### config.mk
export PLATFORM = sky130hd
export DESIGN_NAME = host_fsm
export DESIGN_NICKNAME = d
export VERILOG_FILES = /design/src/rtl/host_fsm.sv
export SDC_FILE = /design/constraint.sdc
export NUM_CORES = 1
export LEC_CHECK = 0
export CORE_MARGIN = 1
export CORE_UTILIZATION = 48
export CTS_CLUSTER_SIZE = 25
export DETAILED_ROUTE_END_ITERATION = 6
export HOLD_SLACK_MARGIN = 0.03
export MAX_ROUTING_LAYER = met4
export PLACE_DENSITY_LB_ADDON = 0.08
export SLEW_MARGIN = 10
export SYNTH_ARGS = -nofsm -noshare
export SYNTH_HDL_FRONTEND = slang
export SYNTH_SLANG_ARGS = --single-unit
### constraint.sdc
create_clock -name clk -period 1.8 [get_ports clk]
set_input_delay 0.54 -clock clk [delete_from_list [all_inputs] [get_ports clk]]
set_output_delay 0.54 -clock clk [all_outputs]
set_load 0.03 [all_outputs]
### src/rtl/host_fsm.sv
// Host-side sequencer: accepts one client request, sends a command byte (plus an optional
// payload byte) to the device, waits for a result or a timeout, then returns a one-cycle response.
module host_fsm #(
  parameter int DW      = 8,
  parameter int TIMEOUT = 16
) (
  input  logic          clk,
  input  logic          rst,
  input  logic          req_valid,
  output logic          req_ready,
  input  logic [DW-1:0] req_cmd,
  input  logic [DW-1:0] req_data,
  output logic          dev_cs,
  output logic [DW-1:0] dev_din,
  input  logic          dev_busy,
  input  logic          dev_drdy,
  input  logic [DW-1:0] dev_dout,
  output logic          rsp_valid,
  output logic [DW-1:0] rsp_data,
  output logic          rsp_err,
  output logic [2:0]    dbg_state
);

  typedef enum logic [2:0] {
    ST_IDLE = 3'd0,
    ST_CMD  = 3'd1,
    ST_DATA = 3'd2,
    ST_WAIT = 3'd3,
    ST_RSP  = 3'd4
  } state_t;

  localparam logic [7:0] TO_LAST = 8'(TIMEOUT - 1);

  state_t          state_q;
  logic [7:0]      cnt_q;
  logic [DW-1:0]   cmd_q;
  logic [DW-1:0]   data_q;
  logic            req_ready_q;
  logic            dev_cs_q;
  logic [DW-1:0]   dev_din_q;
  logic            rsp_valid_q;
  logic [DW-1:0]   rsp_data_q;
  logic            rsp_err_q;

  logic            need_payload;
  logic            tx_mode;
  logic            wait_exit;

  // A payload byte follows the command for any non-zero opcode or when OP2 is set.
  assign need_payload = (cmd_q[DW-1:DW-4] != '0) || cmd_q[1];
  assign tx_mode      = cmd_q[0];
  assign wait_exit    = tx_mode ? dev_drdy : !dev_busy;

  // Outputs are registered and loaded together with the state they belong to.
  always_ff @(posedge clk or negedge rst) begin
    if (!rst) begin
      state_q     <= ST_IDLE;
      cnt_q       <= '0;
      cmd_q       <= '0;
      data_q      <= '0;
      req_ready_q <= 1'b1;
      dev_cs_q    <= 1'b0;
      dev_din_q   <= '0;
      rsp_valid_q <= 1'b0;
      rsp_data_q  <= '0;
      rsp_err_q   <= 1'b0;
    end else begin
      req_ready_q <= 1'b0;
      dev_cs_q    <= 1'b0;
      dev_din_q   <= '0;
      rsp_valid_q <= 1'b0;
      case (state_q)
        ST_IDLE: begin
          if (req_valid) begin
            cmd_q     <= req_cmd;
            data_q    <= req_data;
            dev_cs_q  <= 1'b1;
            dev_din_q <= req_cmd;
            state_q   <= ST_CMD;
          end else begin
            req_ready_q <= 1'b1;
          end
        end
        ST_CMD: begin
          if (need_payload) begin
            dev_din_q <= data_q;
            state_q   <= ST_DATA;
          end else begin
            cnt_q   <= '0;
            state_q <= ST_WAIT;
          end
        end
        ST_DATA: begin
          cnt_q   <= '0;
          state_q <= ST_WAIT;
        end
        ST_WAIT: begin
          cnt_q <= cnt_q + 8'd1;
          // The exit condition takes priority over a timeout landing in the same cycle.
          if (wait_exit) begin
            rsp_data_q  <= tx_mode ? dev_dout : '0;
            rsp_err_q   <= 1'b0;
            rsp_valid_q <= 1'b1;
            state_q     <= ST_RSP;
          end else if (cnt_q == TO_LAST) begin
            rsp_data_q  <= '0;
            rsp_err_q   <= 1'b1;
            rsp_valid_q <= 1'b1;
            state_q     <= ST_RSP;
          end
        end
        ST_RSP: begin
          req_ready_q <= 1'b1;
          state_q     <= ST_IDLE;
        end
        default: begin
          req_ready_q <= 1'b1;
          state_q     <= ST_IDLE;
        end
      endcase
    end
  end

  assign req_ready = req_ready_q;
  assign dev_cs    = dev_cs_q;
  assign dev_din   = dev_din_q;
  assign rsp_valid = rsp_valid_q;
  assign rsp_data  = rsp_data_q;
  assign rsp_err   = rsp_err_q;
  assign dbg_state = state_q;

endmodule

### Yosys cells after proc, flatten, opt, wreduce, memory -nomap -nowiden

Cells that the tools add are included.

| word-level totals | value |
|---|---|
| flip-flop bits (word level) | 47 |
| output and inout bits | 23 |

| operators by class | value |
|---|---|
| $add $sub $neg | 1 |
| equal/unequal tests | 7 |
| multiplexer cells | 23 |
| reduce and logical (&&, ||, !) cells | 11 |

Operator list:

| kind | count |
|---|---|
| 8-bit two-way mux | 6 |
| 8-bit case mux with 3 select lines | 1 |
| 8-bit case mux with 2 select lines | 1 |
| 3-bit case mux with 4 select lines | 1 |
| 1-bit two-way mux | 10 |
| 3-bit two-way mux | 3 |
| 8-bit by 1-bit adder with 8-bit output, second input constant | 1 |
| 8-bit by 4-bit equality test with 1-bit output, second input constant | 1 |
| 2-bit AND reduction | 4 |
| 3-bit by 2-bit equality test with 1-bit output, second input constant | 2 |
| 2-bit inequality test, second input constant | 2 |
| 4-bit nonzero test | 1 |
| 3-bit by 1-bit equality test with 1-bit output, second input constant | 1 |
| 3-bit zero test | 1 |
| 3-bit inequality test, second input constant | 1 |
| 3-bit nonzero test | 1 |
| 3-bit OR reduction | 1 |
| 1-bit case mux with 2 select lines | 1 |
| 2-bit nonzero test | 1 |
| 1-bit zero test | 1 |
| 1-bit logical OR | 1 |

### Logic depth before layout (Yosys ltp)

Gate-level depths: netlist (run 1).

| depth | value |
|---|---|
| word-level depth | 4 |
| gate-level depth with buffers | 6 |
| mapped depth without buffers | 5 |

### Least setup slack after synthesis (run 1)

Ideal clock, no wire load.

| timing | value |
|---|---|
| path kind | reg2reg |
| from | register state_q[0] (netlist: dbg_state[0]) |
| to | register cmd_q[0] |
| setup time | 0.125 ns |
| arrival time | 1.536 ns |
| required time | 1.675 ns |
| slack | 0.139 ns |
| stages on the path, launching flop included | 7 |
| buffers on the path | 3 |
| clock period less this slack | 1.661 ns |
| cell sequence | dfrtp_1 buf_6 nor2_1 and3_1 buf_2 buf_6 mux2_4 |

| between the ends | value |
|---|---|
| word-level cells in the longest chain between the ends | 2 |

Ends and longest elaborated chain:

| element | line | RTL |
|---|---|---|
| from (decl) | 34 | `state_t state_q;` |
| from (signal assigned) | 57 | `state_q <= ST_IDLE;` |
| from (signal assigned) | 79 | `state_q <= ST_CMD;` |
| from (signal assigned) | 87 | `state_q <= ST_DATA;` |
| 3-bit zero test | 72 | `case (state_q)` |
| 2-bit AND reduction (no source line) | n/a |  |
| to (signal assigned) | 75 | `cmd_q <= req_cmd;` |
| to (decl) | 36 | `logic [DW-1:0] cmd_q;` |

Every way passes these cells.
A chain may end at the register's enable or synchronous reset.

### Worst setup path after layout (run 1)

| timing | value |
|---|---|
| from | register req_ready_q (netlist: req_ready) |
| to | output port req_ready |

RTL lines:

| element | line | RTL |
|---|---|---|
| from (decl) | 38 | `logic req_ready_q;` |
| from (signal assigned) | 61 | `req_ready_q <= 1'b1;` |
| from (signal assigned) | 68 | `req_ready_q <= 1'b0;` |
| from (signal assigned) | 81 | `req_ready_q <= 1'b1;` |
| to (decl) | 10 | `output logic req_ready,` |

No word-level cell between the ends.

==> results of run 1 <==
logic make-up after synthesis:
logic type / count (synthesis)
simple gates: 44
flops: 45
fa+ha+maj: 1
buf+inv: 14
compound gates: 45
mux: 16
worst max-delay path by stage:
stage | start | slack (ps) | end | depth (start not counted)
final | req_ready | 60 | req_ready | 1
after global routing | dbg_state[2] | 10 | dbg_state[2] | 2
after CTS | req_ready | 40 | req_ready | 1
after detailed placement | req_valid | -90 | cmd_q[7] | 4
after global placement | req_valid | -60 | data_q[2] | 4
after floorplan | dbg_state[0] | 140 | cmd_q[0] | 6
flip-flops by register name, indices dropped and copies added (netlist names):
| signal | flops |
|---|---|
| dev_cs | 1 |
| cmd_q | 6 |
| rsp_err | 1 |
| rsp_valid | 1 |
| rsp_data | 8 |
| dev_din | 8 |
| data_q | 8 |
| cnt_q | 8 |
| req_ready | 1 |
| dbg_state | 3 |
synth_stat cells (2+ instances only):
cell	instances
mux2i_1	2
a22o_1	8
mux2_2	3
nor3_1	2
buf_6	5
dfrtp_1	44
nand2b_1	3
buf_2	2
a21oi_1	5
and3_1	2
nor4_1	2
nand4_1	2
mux2_4	10
nand3_1	10
nand2_1	5
or3_1	3
buf_4	3
nor2_1	7
a31oi_1	2
o21ai_0	16
clkbuf_1	3
o31ai_1	9
metrics by stage:
step                      hold WS [ps]  cell area [um2]  worst slack (ps)
after global routing               194             2660              12.9
final                              167             2660              62.5
after floorplan                    244             2030               139
after detailed placement           482             2600             -90.0
after global placement             472             2600             -64.7
after CTS                          168             2660              39.9
power breakdown:
group / total, uW / internal [uW] / switching (uW)
registers: 1650 / 1390 / 260
clock network: 627 / 313 / 314
logic: 1970 / 894 / 1080
routing by layer:
layer  vias to the layer above  wire length [um]  global-route usage [%]
li1                        716                 -                       -
met4                         0                55                    7.18
met2                        40              2020                    34.0
met5                         -                 0                       -
met3                         6               190                    4.79
met1                       738              1720                    24.1
layout make-up:
cell class              instances  area (um2)  area share, %
clock buffers                   8        90.1           3.39
multi-input cells             106         802           30.2
inverters                       1        3.75          0.141
repair buffers                 61         574           21.6
flip-flops and latches         45        1130           42.4
well taps                      50        62.6           2.35
placed cells by master, fill, tap and decap left out, types with 6 or more instances in the layout:
master / instances
o21ai_0: 16
o31ai_1: 9
mux2_4: 10
nand3_1: 10
nor2_1: 7
clkdlybuf4s50_1: 27
clkbuf_8: 6
buf_4: 10
dfrtp_1: 44
dlygate4sd2_1: 21
a22o_1: 8
what timing repair did:
action                                  4_1_cts  5_1_grt
resized for setup                            21        0
hold buffers                                  0        0
endpoints found under the hold margin         0        0
endpoints found under the setup margin       21        0
==> results.md, run 1 <==
- Antenna violations before repair: 0
- Number of enable flip-flop cells after synthesis: 0
- DRC Markers: 0
- RSZ-0062 raised after global routing: no
- Syn Nets: roughly 200
- Syn-to-layout area delta: 30.8%
- Final period util: a little under 100%
- Post-synthesis adder-cell area fraction: 0.615%
- CP Cell Sequence: dlygate4sd2_1
- Share of cells above drive strength 1: between 10% and 20%
- Starting Density: approximately half
- Seq/Total Area, Yosys: a little under three fifths
- Ant. Diodes: 0
- Pre-antenna DRT Iters: 4
- Post-synthesis async set-or-reset flop share: 100%
- Average size of a mapped cell: roughly 12 um2
- CTS sink cnt: 45
- Mapped cell area: around 2000 um2
- Peak Freq: approximately 0.58 GHz
- Final cell count without fillers: about 270
- CP delay by family, top: flip-flops
- Crit path time final: 1740 ps
- Util after Layout: about two thirds
- Simple-gate area share of the yosys netlist: 13.3%
- Clock Tree Root: clkbuf_8
- Reg clk slew, reported paths: approximately 80 ps
- Nets: 250
- Vias post-DR: 1500
- Dpl cells: roughly 260
- Clk_skew: approximately 6.9 ps
- Final setup viols: 0
- Synth Register Bits: 45
- Antenna Violating Nets Remaining: 0
- Slew Limit Fails: 0
- Max incr delay on CP: roughly 520 ps
- Setup TNS: 0 ps
- FF-to-FF Start: dbg_state[0]
- Worst setup SP type: flip-flop
- Die area: 4500 um2
- Critical Path Fanout Max: 1
- TritonCTS clock tree: yes
- Reg2Reg Setup Slack: ~220 ps
- Largest net degree at the start of global routing: 30
- CP Capture Type: output pin
- Largest family of logic cells by synthesized area: compound AO/OA/AOI/OAI gates
- Slowest cell on crit path: dfstp_2
- Worst Path Buf+Inv: 1
- Status: finished, final reports clean
- Library cells used by synthesis: 39
- Vias per cell: roughly 5.5
- GRT Util Overall: 20.4%
- Die Wd: 67.1 um
- Worst vdd rail ir drop: ~730 uV
- Most used DFF post-synth: dfrtp_1
- Later-pin clock latency in the skew report: between 200 and 300 ps
- Longest Clk Path Bufs: 2
- Overflow left after global routing: 0
- Initial DRC count: 48
- Max-slew headroom: roughly 64%
- IO Count: 52
- Worst hold path class: input pin to async pin
- Final GP Congestion: between 0.7 and 0.8
- Yosys top cell area share: between 50% and 60%
- Required time of the critical path: 1260 ps
- R2R cell count: 5
- Worst setup path class: flip-flop to output pin
- IO Port Bufs: between 50 and 60
- First-pass GRT wire length: ~6500 um
- Tightest Pin Transition: ~540 ps
- Die Ht: 67.1 um
- Post-CTS setup repair buffer count: 0
- Htree depth: 2
- Synth Area in Compound Gates: between 10% and 20%
- Cells after synthesis: 165
- Arr. time, crit path: 1200 ps
- Yosys warns: 0
- Final HPWL DP: 2930 um
- Static Leak: between 0.001 and 0.0015 uW
- Vias in the first global route: around 1400
- CTS buffer count: 5
- Mux cell area share after synthesis: 10.6%
- Core Region: 4030 um2
- Final hold vios: 0
- Power Total: 4250 uW
- PD cells: approximately 1600 nW/um2
- Xor and xnor area share after synthesis: 0%
- FF-to-FF End: cmd_q[7]
- Fillers: a little over 300
- Max-cap check violation count: 0
- Ranking of synthesized cells by area: dfrtp_1 54%, mux2_4 7.4%, o21ai_0 3.9%
- Rows: 23
- Final WL: 3990 um
- Synth area leader: dfrtp_1
- Drt wl/cell: 14.7 um
Note: power is estimated with default switching activity, not from simulation.
==> inputs of run 2 (changes only) <==
CORE_UTILIZATION = 44   (was 48)
clock period = 1.4 ns   (was 1.8 ns; I/O delays follow)
==> run 2 against run 1 <==
Net effect:
- the run now ends with negative setup slack left
- power is 57% higher
- critical path depth is 5 higher
- wire length is 20% higher
- sequential share of layout area is 6.5 points lower
- clock power is 29% higher
- final area is 18% higher
- register-to-register slack worse by 360 ps
- die area is 8.8% higher
- sequential cell count stayed put
- utilization is 5.9 points higher
- setup slack worse by 210 ps
- critical endpoint is now rsp_err
- largest cell class unchanged
==> results.md, run 2 (synthesis gave the netlist of run 1 again) <==
- Tightest Pin Transition: 418 ps
- Post-DP Area: 2770 um2
- Core Region: about 4400 um2
- Initial DRC count: between 100 and 150
- Crit path time final: approximately 1500 ps
- Htree depth: 2
- Clk_skew: roughly 11 ps
- RSZ-0062 raised after global routing: yes
- Final setup viols: 28
- TritonCTS clock tree: yes
- Slowest cell on crit path: dfrtp_1
- Max-cap check violation count: 0
- Vias per cell: roughly 5.3
- Rows: 24
- Nets: ~290
- Vias post-DR: between 1500 and 2000
- CP Capture Type: flip-flop
- CTS buffer count: 5
- Power Internal: between 4000 and 5000 uW
- Status: finished with violations
- Final WL: around 4800 um
- Post-CTS Hold Buffers: 0
- Largest net degree at the start of global routing: 23
- Sw Pwr: 2510 uW
- Antenna Violating Nets Remaining: 0
- Arr. time, crit path: roughly 1800 ps
- Worst setup path class: flip-flop to flip-flop
- Fillers: around 300
- Clock Tree Root: clkbuf_8
- Die Ht: between 60 and 70 um
- PD cells: approximately 2100 nW/um2
- Drt wl/cell: 15.5 um
- Die Wd: approximately 70 um
- Failing checks: negative setup slack
- Post-route cell area: between 3000 and 4000 um2
- Critical Path Fanout Max: 21
- Vias in the first global route: around 1700
- Setup ws final: -144 ps
- Final GP Congestion: approximately 0.84
- Final period util: 110%
- Clk pwr share: between 10% and 20%
- Later-pin clock latency in the skew report: around 300 ps
- Sw Share: 37.6%
- Final HPWL DP: approximately 3100 um
- Pre-antenna DRT Iters: 4
- GRT Util Overall: between 20% and 30%
- Syn-to-layout area delta: 55.0%
- Longest Clk Path Bufs: 2
- IO Port Bufs: 51
- Max-slew headroom: between 70% and 80%
- Pre-CTS setup slack: -394 ps
- Sequential power share: approximately 33%
- CTS sink cnt: 45
- Starting Density: approximately 46%
- IO Count: between 50 and 60
- Antenna violations before repair: 0
- Die area: ~4900 um2
- Worst hold path class: input pin to async pin
- CP Cell Sequence: nor4_2 -> buf_4 -> a22oi_2 -> buf_12 -> o21ba_2 -> a31oi_1
- Peak Freq: between 0.6 and 0.7 GHz
- DRC Markers: 0
- Most common cell after layout, fill and taps aside: buf_4
- Slew Limit Fails: 0
- Min Hold Slack: 51.8 ps
- Reg clk slew, reported paths: roughly 80 ps
- Worst setup SP type: flip-flop
- Overflow left after global routing: 0
- Worst vdd rail ir drop: 1140 uV
- Required time of the critical path: between 1500 and 2000 ps
- First-pass GRT wire length: 8130 um
- Ant. Diodes: 0
- Max incr delay on CP: 400 ps
- Most frequent cells in the layout: 49 x buf_4, 41 x dfrtp_1, 26 x clkdlybuf4s50_1, 14 x mux2_4, 12 x buf_6
- Final hold vios: 0
- Gate power share: a little under three fifths
- Static Leak: between 0.001 and 0.0015 uW
- Share of cells above drive strength 1: ~47%
run 2: changes by cell type in the layout (fill, tap and decap cells not counted), sizes merged:
cell / previous run / this run
clkdlybuf4s50: 27 / 26
dlygate4sd2: 21 / 1
buf: 13 / 70
run 2: path summary, 6_finish.rpt:
| check | slack [ps] | cells after the start | to | startpoint |
|---|---|---|---|---|
| setup / recovery | -140 | 6 | rsp_err | cnt_q[6] |
| hold / removal | 50 | 1 | rsp_data[7] | rst |
| setup reg to reg | -140 | 6 | rsp_err | cnt_q[6] |
| hold reg to reg | 510 | 2 | rsp_data[2] | rsp_data[2] |
| max in group asynchronous | 910 | 2 | dbg_state[0] | rst |
| min in group clk | 500 | 2 | req_ready | req_valid |
run 2: timing repair:
action / 4_1_cts / 5_1_grt
setup buffers: 11 / 3
resized for setup: 27 / 21
pin swaps: 10 / 6
setup endpoints to repair: 40 / 44
gates cloned: 2 / 0
run 2: power by group through the flow:
stage / clock network (uW) / logic [uW] / registers, uW
finish: 811 / 3690 / 2170
global route: 900 / 3930 / 2230
CTS: 847 / 3510 / 2150
detailed placement: 0 / 3030 / 2150
global placement: 0 / 2960 / 2130
floorplan: 0 / 1520 / 2540
run 2: layout make-up:
| cell class | count | area (um2) | area share [%] |
|---|---|---|---|
| Inverter | 1 | 3.75 | 0.119 |
| Timing Repair Buffer | 97 | 940 | 29.8 |
| Multi-Input combinational cell | 106 | 922 | 29.3 |
| Clock buffer | 8 | 90.1 | 2.86 |
| Tap cell | 52 | 65.1 | 2.06 |
| Sequential cell | 45 | 1130 | 35.9 |
run 2: critical path, delay by kind of cell (launching register included):
family | cells | cell delay [ps]
AO/OA/AOI/OAI | 3 | 400
AND/OR/NAND/NOR | 1 | 320
buffers and inverters | 2 | 320
flip-flops | 1 | 400
run 2: per-stage QoR:
stage	total power, uW	utilization [%]	TNS [ps]	instances
3_5_place_dp	5180	63.1	-10690	287
6_report	6660	71.9	-1820	309
2_1_floorplan	4060	-	-1820	165
5_1_grt	7060	71.9	-3580	309
4_1_cts	6500	70.5	-1600	308
3_3_place_gp	5090	63.1	-9590	287
run 2: per-layer routing:
| layer | up-vias | GRT usage, % | part of all wire [%] |
|---|---|---|---|
| met4 | 0 | 8.44 | 1.6 |
| met3 | 7 | 5.19 | 4.1 |
| met1 | 796 | 25.4 | 42 |
| met2 | 42 | 37.1 | 52 |
| li1 | 789 | - | - |
| met5 | - | - | 0 |
==> variant 1: new RTL, config.mk and constraints of run 1 <==
Set the parameter `DW` to 6 (it was 8).
--- a/src/rtl/host_fsm.sv
+++ b/src/rtl/host_fsm.sv
@@ -1,7 +1,7 @@
 // Host-side sequencer: accepts one client request, sends a command byte (plus an optional
 // payload byte) to the device, waits for a result or a timeout, then returns a one-cycle response.
 module host_fsm #(
-  parameter int DW      = 8,
+  parameter int DW      = 6,
   parameter int TIMEOUT = 16
 ) (
   input  logic          clk,
Ports: changed (5 resized); port bits go from 52 to 42. The function was not compared with the original's and may differ.
==> variant 1 against run 1 <==
Sequential cell count fell by 6. Register-to-register slack got worse by 130 ps. Power fell by 18%. Synthesized area fell by 21%. Count of clock-buffer cells in the layout did not move. Clock skew fell by 0.85 ps. Final area fell by 18%. Wire length fell by 21%. Synthesized cell count fell by 22%. Worst setup slack improved by 20 ps. Critical path type unchanged.
==> variant 1: results (changes against run 1) <==
* Crit Path Max Fanout at 6 (+5)
* Peak supply drop at 812 uV (+11%)
* Initial antenna violation count at 0 (unchanged)
* CTS Buffer Depth at 2 (unchanged)
* Most frequent cells after synthesis: 38 x dfrtp_1, 13 x a22o_1, 7 x o21ai_0
* Wire length per cell at 13.9 um (-5.5%)
* Clock slew at reported path FFs at 110 ps (+30 ps)
* Placer congestion estimate at 0.796 (-0.45%)
* Pleak at 1.04 nW (-16%)
* Max Cap Viol at 0 (unchanged)
* Sequential share of the synthesized area at 60.5% (+5.1 points)
* Root buffer cell: clkbuf_4
* Core box area at 3130 um^2 (-22%)
* CP top delay family: buffers and inverters
* Largest cells by area after synthesis: dfrtp_1 59%, a22o_1 7.1%, mux2_1 4.2%
* PortBufs at 41 (-20%)
* Worst R2R Path Depth at 4 (-1)
* Total GRT Usage at 20.3% (-0.11 points)
* Post-synth net total at 153 (-22%)
* Initial DRC Count at 44 (-8.3%)
* Filler instances at 251 (-19%)
* Nets at 205 (-18%)
* Via-per-instance ratio at 5.39 (-2.6%)
* Worst-Margin Slew at 650 ps (+107 ps)
* Yosys cell types at 32 (-18%)
* Largest net degree at the start of global routing at 24 (-20%)
* CP Data Arrival Time at 1180 ps (-20 ps)
* Status: finished clean
* First-pass GRT wire length at 5.15 mm (-21%)
* Final Skew at 6.10 ps (-0.846 ps)
* Critical-path top delay cell: dlygate4sd2_1
* Final hold violations at 0 (unchanged)
* Vias in the first global route at 1,173 (-15%)
* CP peak stage delay at 430 ps (-90 ps)
* Share of cells above drive strength 1 at 19.2% (+1.1 points)
* Worst-Skew Late Latency at 330 ps (+40 ps)
variant 1: cell types whose count changed in the layout (fill, tap and decap cells not counted), moves of 5 or more:
cell | run 1 | this run
nand3_1 | 10 | 5
clkbuf_4 | 0 | 5
a22o_1 | 8 | 13
clkdlybuf4s50_1 | 27 | 21
o31ai_1 | 9 | 3
o21ai_0 | 16 | 7
dfrtp_1 | 44 | 38
mux2_1 | 1 | 6
mux2_4 | 10 | 0
variant 1: stage by stage:
step	setup slack, ps	std cells	power [mW]	area, um^2
3_3_place_gp	-98.1	218	3.05	2130
2_1_floorplan	9.24	129	2.43	1610
3_5_place_dp	-77.6	218	3.11	2130
6_report	82.8	226	3.47	2180
4_1_cts	2.12	226	3.49	2180
5_1_grt	7.70	226	3.70	2180
variant 1: cell type report:
| type | instances | area [um^2] | area share (%) |
|---|---|---|---|
| Inverter | 3 | 11.3 | 0.517 |
| Timing Repair Buffer | 52 | 469 | 21.5 |
| Tap cell | 44 | 55.1 | 2.53 |
| Multi-Input combinational cell | 80 | 598 | 27.4 |
| Clock buffer | 8 | 68.8 | 3.16 |
| Sequential cell | 39 | 977 | 44.8 |
variant 1: kinds of logic after synthesis:
| group | synth area share [%] |
|---|---|
| adder cells (fa/ha/maj) | 0.775 |
| buffers and inverters | 3.10 |
| multiplexers | 8.99 |
| flip-flops | 60.5 |
| AO/OA/AOI/OAI | 14.2 |
| AND/OR/NAND/NOR | 12.4 |
variant 1: repair_timing:
action | CTS | global route
cloned | 0 | 0
pin swaps | 0 | 0
resized for setup | 21 | 4
endpoints found under the setup margin | 25 | 5
endpoints found under the hold margin | 0 | 0
setup buffers | 0 | 0
variant 1: final timing paths:
path	slack [ps]	endpoint	start
worst max-delay path	80	dbg_state[0]	dbg_state[0]$_DFFE_PN0P_
worst min-delay path	120	dev_din[2]$_DFF_PN0_	rst
worst max register to register	90	rsp_data[2]$_DFFE_PN0P_	cnt_q[4]$_DFFE_PN0P_
worst min register to register	500	rsp_err$_DFFE_PN0P_	rsp_err$_DFFE_PN0P_
max in group asynchronous	1160	req_ready$_DFF_PN1_	rst
min in group clk	500	rsp_err$_DFFE_PN0P_	rsp_err$_DFFE_PN0P_
variant 1: layer usage:
metal  track usage [%]  share of wire, %  routed length, um
met5                 -                 0                  0
met4              5.98              0.48                 15
met3              6.06               5.4                169
met2              32.9                49               1540
met1              24.6                45               1420
variant 1: where the power goes:
group	total (mW)	leakage (nW)	switching (mW)	internal, mW
registers	1.41	0.499	0.206	1.21
clock network	0.494	0.0386	0.264	0.230
logic	1.56	0.500	0.872	0.687
==> variant 2: new RTL, settings of run 1 <==
Made on the original files. Make the reset (`rst`) synchronous in one clocked block.
--- a/src/rtl/host_fsm.sv
+++ b/src/rtl/host_fsm.sv
@@ -52,7 +52,7 @@
   assign wait_exit    = tx_mode ? dev_drdy : !dev_busy;
 
   // Outputs are registered and loaded together with the state they belong to.
-  always_ff @(posedge clk or negedge rst) begin
+  always_ff @(posedge clk) begin
     if (!rst) begin
       state_q     <= ST_IDLE;
       cnt_q       <= '0;
Behaviour: differs if rst is asserted again (counterexample within 4 cycles, from zero or initial values and one cycle with rst low); with rst held inactive, the same outputs for 10 cycles.
==> variant 2 against run 1 <==
Die area shrank 17%. Fmax rose by 0.73%. Final area down 9.5%. Synthesized area is 17% lower. Register-to-register slack worse by 60 ps. Sequential cell count is the same. Wire length shrank 4.4%. Sequential share of layout area down 4.9 points. Worst setup slack better by 13 ps. Largest cell class unchanged.
Power is not compared: it rests on default switching activity, and its combinational part moved more than twofold at a synthesized area within 25%.
==> variant 2: results (changes against run 1) <==
* Critical-path top delay cell: dlygate4sd2_1
* Vias at 1,525 (+1.7%)
* Max-slew headroom at 76.9% (+13 points)
* Sequential share of the synthesized area at 53.7% (-1.8 points)
* Placed inst area at 2330 um^2 (-10%)
* WHS Path Cells at 2
* Non-CTS inverters at 4 (+3)
* Total GRT Usage at 23.2% (+2.8 points)
* Post-Route M1 WL at 1.59 mm (-7.7%)
* Root buffer cell: clkbuf_4
* Most frequent cells after synthesis: 45 x dfxtp_1, 39 x nand2_1, 24 x a21oi_1
* CP peak stage delay at 420 ps (-100 ps)
* Placer congestion estimate at 0.803 (+0.38%)
* Met2 Use GR at 40.4% (+6.4 points)
* Clk tree area frac at 4.26% (+0.87 points)
* Crit Reg-Reg Endpoint: rsp_data[3]$_SDFFE_PN0P_
* First-pass GRT wire length at 6.08 mm (-6.6%)
* Grt met1 use at 26.0% (+1.9 points)
* Worst Hold Class: reg -> reg
* Fraction of area in multi-input gates at 30.6% (+0.45 points)
* Final Skew at 10.3 ps (+3.38 ps)
* Fin cells at 295 (+8.9%)
* Post-synth net total at 213 (+9.2%)
* Avg Synthesized Cell Area at 9.17 um^2 (-26%)
* CP startpoint: dbg_state[2]$_SDFFE_PN0P_
* Async set-reset flop share out of synthesis at 0% (-100 points)
* Post-DP HPWL at 2.89 mm (-1.6%)
* Min Hold Slack at 459 ps (+292 ps)
* Met3 routed WL at 158 um (-17%)
* Share of cells above drive strength 1 at 11.2% (-6.9 points)
* Routed length on met2 at 2.04 mm (+0.74%)
* Buffers outside the clock class at 63 (+3.3%)
* Routed WL at 3.81 mm (-4.4%)
* Top FF cell, synth: dfxtp_1
* Nets at 278 (+11%)
* Yosys reg bits at 45 (unchanged)
* Critical R2R Launch: cnt_q[0]$_SDFFE_PN0P_
* CP top delay family: buffers and inverters
* Largest net degree at the start of global routing at 17 (-43%)
* Initial DRC Count at 68 (+42%)
* Worst slack, placed at -79.2 ps (+10.8 ps)
* Rows at 21 (-8.7%)
* DP Cell Count at 287 (+9.1%)
* Status: finished clean
* Worst-Skew Late Latency at 360 ps (+70 ps)
* Data buffer area share at 24.7% (+3.1 points)
* Area Growth Syn to Fin at 43.5%
* Grt met3 use at 6.93% (+2.1 points)
* Vias in the first global route at 1,401 (+1.9%)
* Yosys cell types at 38 (-2.6%)
* Crit Path Max Fanout at 4 (+3)
* Pwr Total at 2.23 mW
* FF/Latch Area at 902 um^2 (-20%)
* Comb_multi_in at 129 (+22%)
* Reg2Reg Setup Slack at 160 ps (-60 ps)
* CP Data Arrival Time at 1180 ps (-20 ps)
* Clock slew at reported path FFs at 120 ps (+40 ps)
* Filler instances at 278 (-11%)
[variant 2: cell families (layout without fill, tap and decap cells)]
| family | count (synthesis) | after routing | synth area share [%] |
|---|---|---|---|
| flip-flops | 45 | 45 | 53.7 |
| AND/OR/NAND/NOR | 72 | 72 | 20.7 |
| multiplexers | 1 | 1 | 0.597 |
| adder cells (fa/ha/maj) | 1 | 1 | 0.746 |
| buffers and inverters | 9 | 75 | 2.39 |
| AO/OA/AOI/OAI | 54 | 54 | 21.3 |
| XOR/XNOR | 1 | 1 | 0.522 |
[variant 2: how the worst max path moves through the flow]
stage,slack [ps],endpoint,cells after the start
final,80,dbg_state[2],1
after global routing,10,dbg_state[2],1
after CTS,30,dbg_state[1],1
after detailed placement,-80,rsp_data[7]$_SDFFE_PN0P_,5
after global placement,-30,cnt_q[7]$_SDFFE_PN0P_,6
after floorplan,40,cnt_q[5]$_SDFFE_PN0P_,5
